$ cat src/rtl/score_pkg.sv
// Shared widths, FSM state encoding and request mode for the high-score keeper.
package score_pkg;

  localparam int SCORE_W = 8;
  localparam int ADDR_W  = 3;
  localparam int BCD_W   = 4;

  localparam logic [2:0] ST_IDLE    = 3'd0;
  localparam logic [2:0] ST_RD_WAIT = 3'd1;
  localparam logic [2:0] ST_COMPARE = 3'd2;
  localparam logic [2:0] ST_WRITE   = 3'd3;
  localparam logic [2:0] ST_CONVERT = 3'd4;
  localparam logic [2:0] ST_SHOW    = 3'd5;

  typedef enum logic {
    MODE_GAME = 1'b0,
    MODE_SHOW = 1'b1
  } mode_t;

endpackage

$ cat src/rtl/high_score_keeper_bin2bcd8.sv
// Iterative 8-bit binary to 3-digit BCD converter (shift-add-3), one bit per cycle.
module bin2bcd8
  import score_pkg::*;
(
  input  logic               clk,
  input  logic               rst,
  input  logic               start,
  input  logic [SCORE_W-1:0] bin,
  output logic               done,
  output logic [BCD_W-1:0]   hund,
  output logic [BCD_W-1:0]   tens,
  output logic [BCD_W-1:0]   ones
);

  localparam int SR_W = 3 * BCD_W + SCORE_W;

  logic [SR_W-1:0] sr;
  logic [3:0]      steps;

  function automatic logic [SR_W-1:0] shift_add3(input logic [SR_W-1:0] v);
    logic [SR_W-1:0] t;
    t = v;
    for (int d = 0; d < 3; d++) begin
      if (t[SCORE_W + BCD_W*d +: BCD_W] >= 4'd5)
        t[SCORE_W + BCD_W*d +: BCD_W] = t[SCORE_W + BCD_W*d +: BCD_W] + 4'd3;
    end
    return {t[SR_W-2:0], 1'b0};
  endfunction

  always_ff @(posedge clk or negedge rst) begin
    if (!rst) begin
      sr    <= '0;
      steps <= '0;
    end else if (start) begin
      sr    <= {{(3*BCD_W){1'b0}}, bin};
      steps <= 4'(SCORE_W);
    end else if (steps != 4'd0) begin
      sr    <= shift_add3(sr);
      steps <= steps - 4'd1;
    end
  end

  // Asserted during the cycle whose closing edge performs the final step.
  assign done = (steps == 4'd1);
  assign hund = sr[SR_W-1 -: BCD_W];
  assign tens = sr[SR_W-1-BCD_W -: BCD_W];
  assign ones = sr[SR_W-1-2*BCD_W -: BCD_W];

endmodule

$ cat src/rtl/high_score_keeper.sv
// Per-user high-score keeper: reads the stored best, writes a beaten record back
// to the score RAM, and shows the resulting value as three BCD digits.
module high_score_keeper
  import score_pkg::*;
#(
  parameter int RD_LAT    = 2,
  parameter int MAX_SCORE = 255
) (
  input  logic               clk,
  input  logic               rst,
  input  logic [ADDR_W-1:0]  user_idx,
  input  logic               game_done,
  input  logic [SCORE_W-1:0] player_score,
  input  logic [1:0]         multiplier,
  input  logic               show_btn,
  input  logic [SCORE_W-1:0] ram_rdata,
  output logic [ADDR_W-1:0]  ram_addr,
  output logic [SCORE_W-1:0] ram_wdata,
  output logic               ram_we,
  output logic               busy,
  output logic               new_record,
  output logic [BCD_W-1:0]   bcd_hund,
  output logic [BCD_W-1:0]   bcd_tens,
  output logic [BCD_W-1:0]   bcd_ones,
  output logic               disp_valid
);

  localparam logic [1:0] RD_LAST = 2'(RD_LAT - 1);

  logic [2:0]         state;
  logic [1:0]         rd_cnt;
  mode_t              mode;
  logic [SCORE_W-1:0] scaled;
  logic [SCORE_W-1:0] stored;
  logic               accept;
  logic               take_write;
  logic               conv_start;
  logic               conv_done;
  logic [SCORE_W-1:0] conv_value;

  function automatic logic [SCORE_W-1:0] sat_scale(input logic [SCORE_W-1:0] s,
                                                   input logic [1:0] m);
    logic [9:0] p;
    p = 10'(s) * (10'(m) + 10'd1);
    if (p > 10'(MAX_SCORE))
      return SCORE_W'(MAX_SCORE);
    return p[SCORE_W-1:0];
  endfunction

  assign accept     = ((state == ST_IDLE) || (state == ST_SHOW)) && (game_done || show_btn);
  assign take_write = (mode == MODE_GAME) && (scaled > stored);
  assign conv_start = ((state == ST_COMPARE) && !take_write) || (state == ST_WRITE);
  // Picks max(scaled, stored) for a game and stored for a show request.
  assign conv_value = take_write ? scaled : stored;

  assign ram_we    = (state == ST_WRITE);
  assign ram_wdata = ram_we ? scaled : '0;
  assign busy      = !((state == ST_IDLE) || (state == ST_SHOW));

  always_ff @(posedge clk or negedge rst) begin
    if (!rst) begin
      state      <= ST_IDLE;
      rd_cnt     <= '0;
      mode       <= MODE_GAME;
      scaled     <= '0;
      stored     <= '0;
      ram_addr   <= '0;
      new_record <= 1'b0;
      disp_valid <= 1'b0;
    end else begin
      case (state)
        ST_IDLE, ST_SHOW: begin
          if (accept) begin
            state      <= ST_RD_WAIT;
            rd_cnt     <= '0;
            ram_addr   <= user_idx;
            mode       <= game_done ? MODE_GAME : MODE_SHOW;
            disp_valid <= 1'b0;
            new_record <= 1'b0;
            if (game_done)
              scaled <= sat_scale(player_score, multiplier);
          end
        end
        ST_RD_WAIT: begin
          if (rd_cnt == RD_LAST) begin
            stored <= ram_rdata;
            state  <= ST_COMPARE;
          end else begin
            rd_cnt <= rd_cnt + 2'd1;
          end
        end
        ST_COMPARE: begin
          if (take_write) begin
            state      <= ST_WRITE;
            new_record <= 1'b1;
          end else begin
            state <= ST_CONVERT;
          end
        end
        ST_WRITE:   state <= ST_CONVERT;
        ST_CONVERT: begin
          if (conv_done) begin
            state      <= ST_SHOW;
            disp_valid <= 1'b1;
          end
        end
        default:    state <= ST_IDLE;
      endcase
    end
  end

  bin2bcd8 u_bcd (
    .clk   (clk),
    .rst   (rst),
    .start (conv_start),
    .bin   (conv_value),
    .done  (conv_done),
    .hund  (bcd_hund),
    .tens  (bcd_tens),
    .ones  (bcd_ones)
  );

endmodule

$ cat config.mk
export PLATFORM = sky130hd
export DESIGN_NAME = high_score_keeper
export DESIGN_NICKNAME = d
export VERILOG_FILES = /design/src/rtl/score_pkg.sv /design/src/rtl/high_score_keeper_bin2bcd8.sv /design/src/rtl/high_score_keeper.sv
export SDC_FILE = /design/constraint.sdc
export NUM_CORES = 1
export LEC_CHECK = 0
export ABC_AREA = 1
export CAP_MARGIN = 15
export CORE_ASPECT_RATIO = 2
export CORE_MARGIN = 4
export CORE_UTILIZATION = 45
export DETAILED_ROUTE_END_ITERATION = 8
export GPL_ROUTABILITY_DRIVEN = 0
export PLACE_DENSITY = 0.68
export SYNTH_ARGS = -nofsm -noshare
export SYNTH_HDL_FRONTEND = slang
export SYNTH_HIERARCHICAL = 1
export SYNTH_SLANG_ARGS = --single-unit
$ cat constraint.sdc
create_clock -name clk -period 3 [get_ports clk]
set_clock_uncertainty 0.05 [all_clocks]
set_input_delay 0.45 -clock clk [delete_from_list [all_inputs] [get_ports clk]]
set_output_delay 0.45 -clock clk [all_outputs]
set_load 0.005 [all_outputs]
==> run_results.csv <==
group,metric,value,unit
die,core_area,8230,um^2
global_route,grt_pass1_vias,3369,
timing,tightest_slew,0.498,ns
global_route,met2_usage,0.370,
timing,hold_viol,0,
die,fp.dieW,72.9,um
cts,cts_buffer_depth,2,
synthesis,yosys_warnings,6,
power,p_per_area,936,nW/um^2
die,die_area,10000,um^2
global_route,antenna_found_initial,0,
cells_and_area,nets,641,
drt,viasPerCell,4.90,
worst_setup_path,endpoint_kind,"register",
power,leakage,2.52,nW
synthesis,synth_cell_type_count,34,
drt,antenna_left,0,
synthesis,synth_nets,588,
worst_setup_path,required,3.14,ns
run_status,status,"completed",
synthesis,syn-instance-count,529,
place,hpwl,6950,um
worst_setup_path,critPathLaunch,"multiplier[0]",
cts,clkLatencyLatePin,0.29,ns
worst_setup_path,crit_slowest_cell,"fa_1",
run,drv_cap,0,
timing,finalCritPeriodShare,0.944,
global_route,grt-busiest-layer,"met2",
timing,fmaxAchievable,353,MHz
die,rows,47,
worst_setup_path,critPathMaxStageDelay,0.50,ns
cells_and_area,fin_util,0.551,
worst_setup_path,critPathMaxFanout,8,
global_route,met1_usage,0.165,
drt,drt-pass1-iter-count,4,
cts,cts_buffers,5,
worst_setup_path,worstSetupStartpointType,"primary input",
power,ir_drop,0.000413,V
place,io_buffer_count,51,
synthesis,ys_seq_area_frac,0.337,
cells_and_area,antenna_cells,0,
die,initial_utilization,0.460,
worst_setup_path,path_cells,"clkdlybuf4s50_1, ha_4, nand2_1, fa_1, inv_1, ha_1, a21oi_1, nand4_1, nand2_2, nand2_1, nor2_1, nor2_1",
drt,wl,8470,um
timing,slew_headroom,0.668,
synthesis,synth_area_per_cell,7.16,um^2
die,pin_count,52,
timing,hold_slack,0.00198,ns
drt,dr_total_vias,3331,
timing,fin_ws,0.168,ns
cells_and_area,fillers,823,
cts,cts_root_buffer,"clkbuf_16",
cells_and_area,final_cells,680,
die,fp.dieH,138,um
worst_setup_path,r2r_start,"scaled[7]",
synthesis,ys_ff_latch,51,
worst_setup_path,path_delay_family,"adder cells",
timing,maxSlewViolCount,0,
global_route,use_met3,0.0234,
timing,min_period,2.83,ns
drt,drcViolationCount,0,
drt,avgRoutedWirePerCell,12.5,um
timing,grt_setup_unrepaired,"false",
cells_and_area,syn2layout_area_growth,19.7,%
cts,clock_sinks,51,
cells_and_area,drive_gt1_frac,0.0979,
worst_hold_path,hold_path.class,"in2async",
cts,path_clk_slew,0.07,ns
worst_setup_path,critical_path_class,"in2reg",
drt,drtIter0Drc,120,
place,dp_cells,673,
global_route,grtUsageTotal,0.180,
cts,cts_hold_buf,0,
global_route,grt_overflow,0,
synthesis,synth_area,3790,um^2
worst_setup_path,critPathBufInv,2,
timing,setup_viol,0,
cts,cts_tree,"yes",
global_route,grt_max_degree,39,
worst_setup_path,cp.arrival,2.97,ns
place,place_ws,-0.402,ns
power,finalPower,0.00425,W
global_route,grt_pass1_wl,14300,um
cts,htree_levels,2,
-- cell usage after synthesis, drive strengths merged --
cell	instances	share of area
nand2	187	0.20
inv	97	0.097
dfrtp	51	0.34
nor2	46	0.049
nand3	36	0.057
ha	27	0.089
o21ai	21	0.029
a21oi	19	0.028
buf	19	0.045
fa	7	0.037
nand4	4	0.0066
o22ai	3	0.0050
nand3b	2	0.0040
xor2	2	0.0046
a21o	1	0.0020
a31oi	1	0.0017
clkbuf	1	0.00099
mux2	1	0.0030
nor3	1	0.0026
nor3b	1	0.0020
o211ai	1	0.0020
xnor2	1	0.0023
-- stage by stage --
stage          cell area (um^2)  setup TNS [ns]
3_3_place_gp               4360           -2.54
6_report                   4540               0
2_1_floorplan              3790               0
4_1_cts                    4510               0
5_1_grt                    4540               0
3_5_place_dp               4360           -3.16
-- what timing repair did --
item / in CTS / in global routing
cloned: 0 / 0
buffers inserted: 0 / 0
gates resized for setup: 2 / 6
pin swaps: 0 / 4
setup endpoints to repair: 8 / 8
-- layout by cell type, fill, tap and decap left out, drive strengths merged, types with 16 or more instances in the layout --
master	count
nand2	187
inv	97
dfrtp	51
clkdlybuf4s50	50
nor2	46
nand3	36
ha	27
o21ai	21
a21oi	19
buf	16
-- flip-flops by register name, summed over array words and instances (netlist names) --
register / count
u_bcd/sr: 20
stored: 8
u_bcd/steps: 4
mode: 1
rd_cnt: 2
ram_addr: 3
state: 3
scaled: 8
new_record: 1
disp_valid: 1
-- kinds of logic after synthesis --
logic type / share of synthesized area
and+or+nand+nor: 0.317
muxes: 0.00297
AOI/OAI and AO/OA: 0.0674
DFF: 0.337
buffers and inverters: 0.143
xor gates and xnor gates: 0.00694
adders and majority gates: 0.126
-- power breakdown --
group          internal [W]  switching, W  total, W
Clock              0.000326      0.000243  0.000569
Combinational       0.00101       0.00141   0.00243
Sequential          0.00101      0.000242   0.00125
Total               0.00235       0.00190   0.00425
-- layout make-up --
class                           instances  area [um^2]  area share
Clock buffer                            6          139      0.0306
Sequential cell                        51         1280       0.281
Inverter                               97          369      0.0814
Tap cell                               98          123      0.0270
Multi-Input combinational cell        361         2010       0.442
Timing Repair Buffer                   66          618       0.136
Clock inverter                          1         5.00     0.00110
-- final timing paths --
kind	endpoint	slack [ns]	depth (start not counted)
setup / recovery	scaled[7]	0.17	12
hold / removal	u_bcd/steps[0]	0.002	1
setup reg to reg	u_bcd/sr[5]	0.74	13
hold reg to reg	ram_addr[2]	0.42	2
max in group asynchronous	u_bcd/sr[17]	2.09	2
min in group clk	ram_addr[2]	0.42	2
-- metal layers --
layer / part of all wire / vias up
met1: 0.35 / 1543
met5: 0 / -
met3: 0.027 / 20
met4: 0.032 / 0
li1: - / 1705
met2: 0.59 / 63
(Power assumes the default switching activity.)
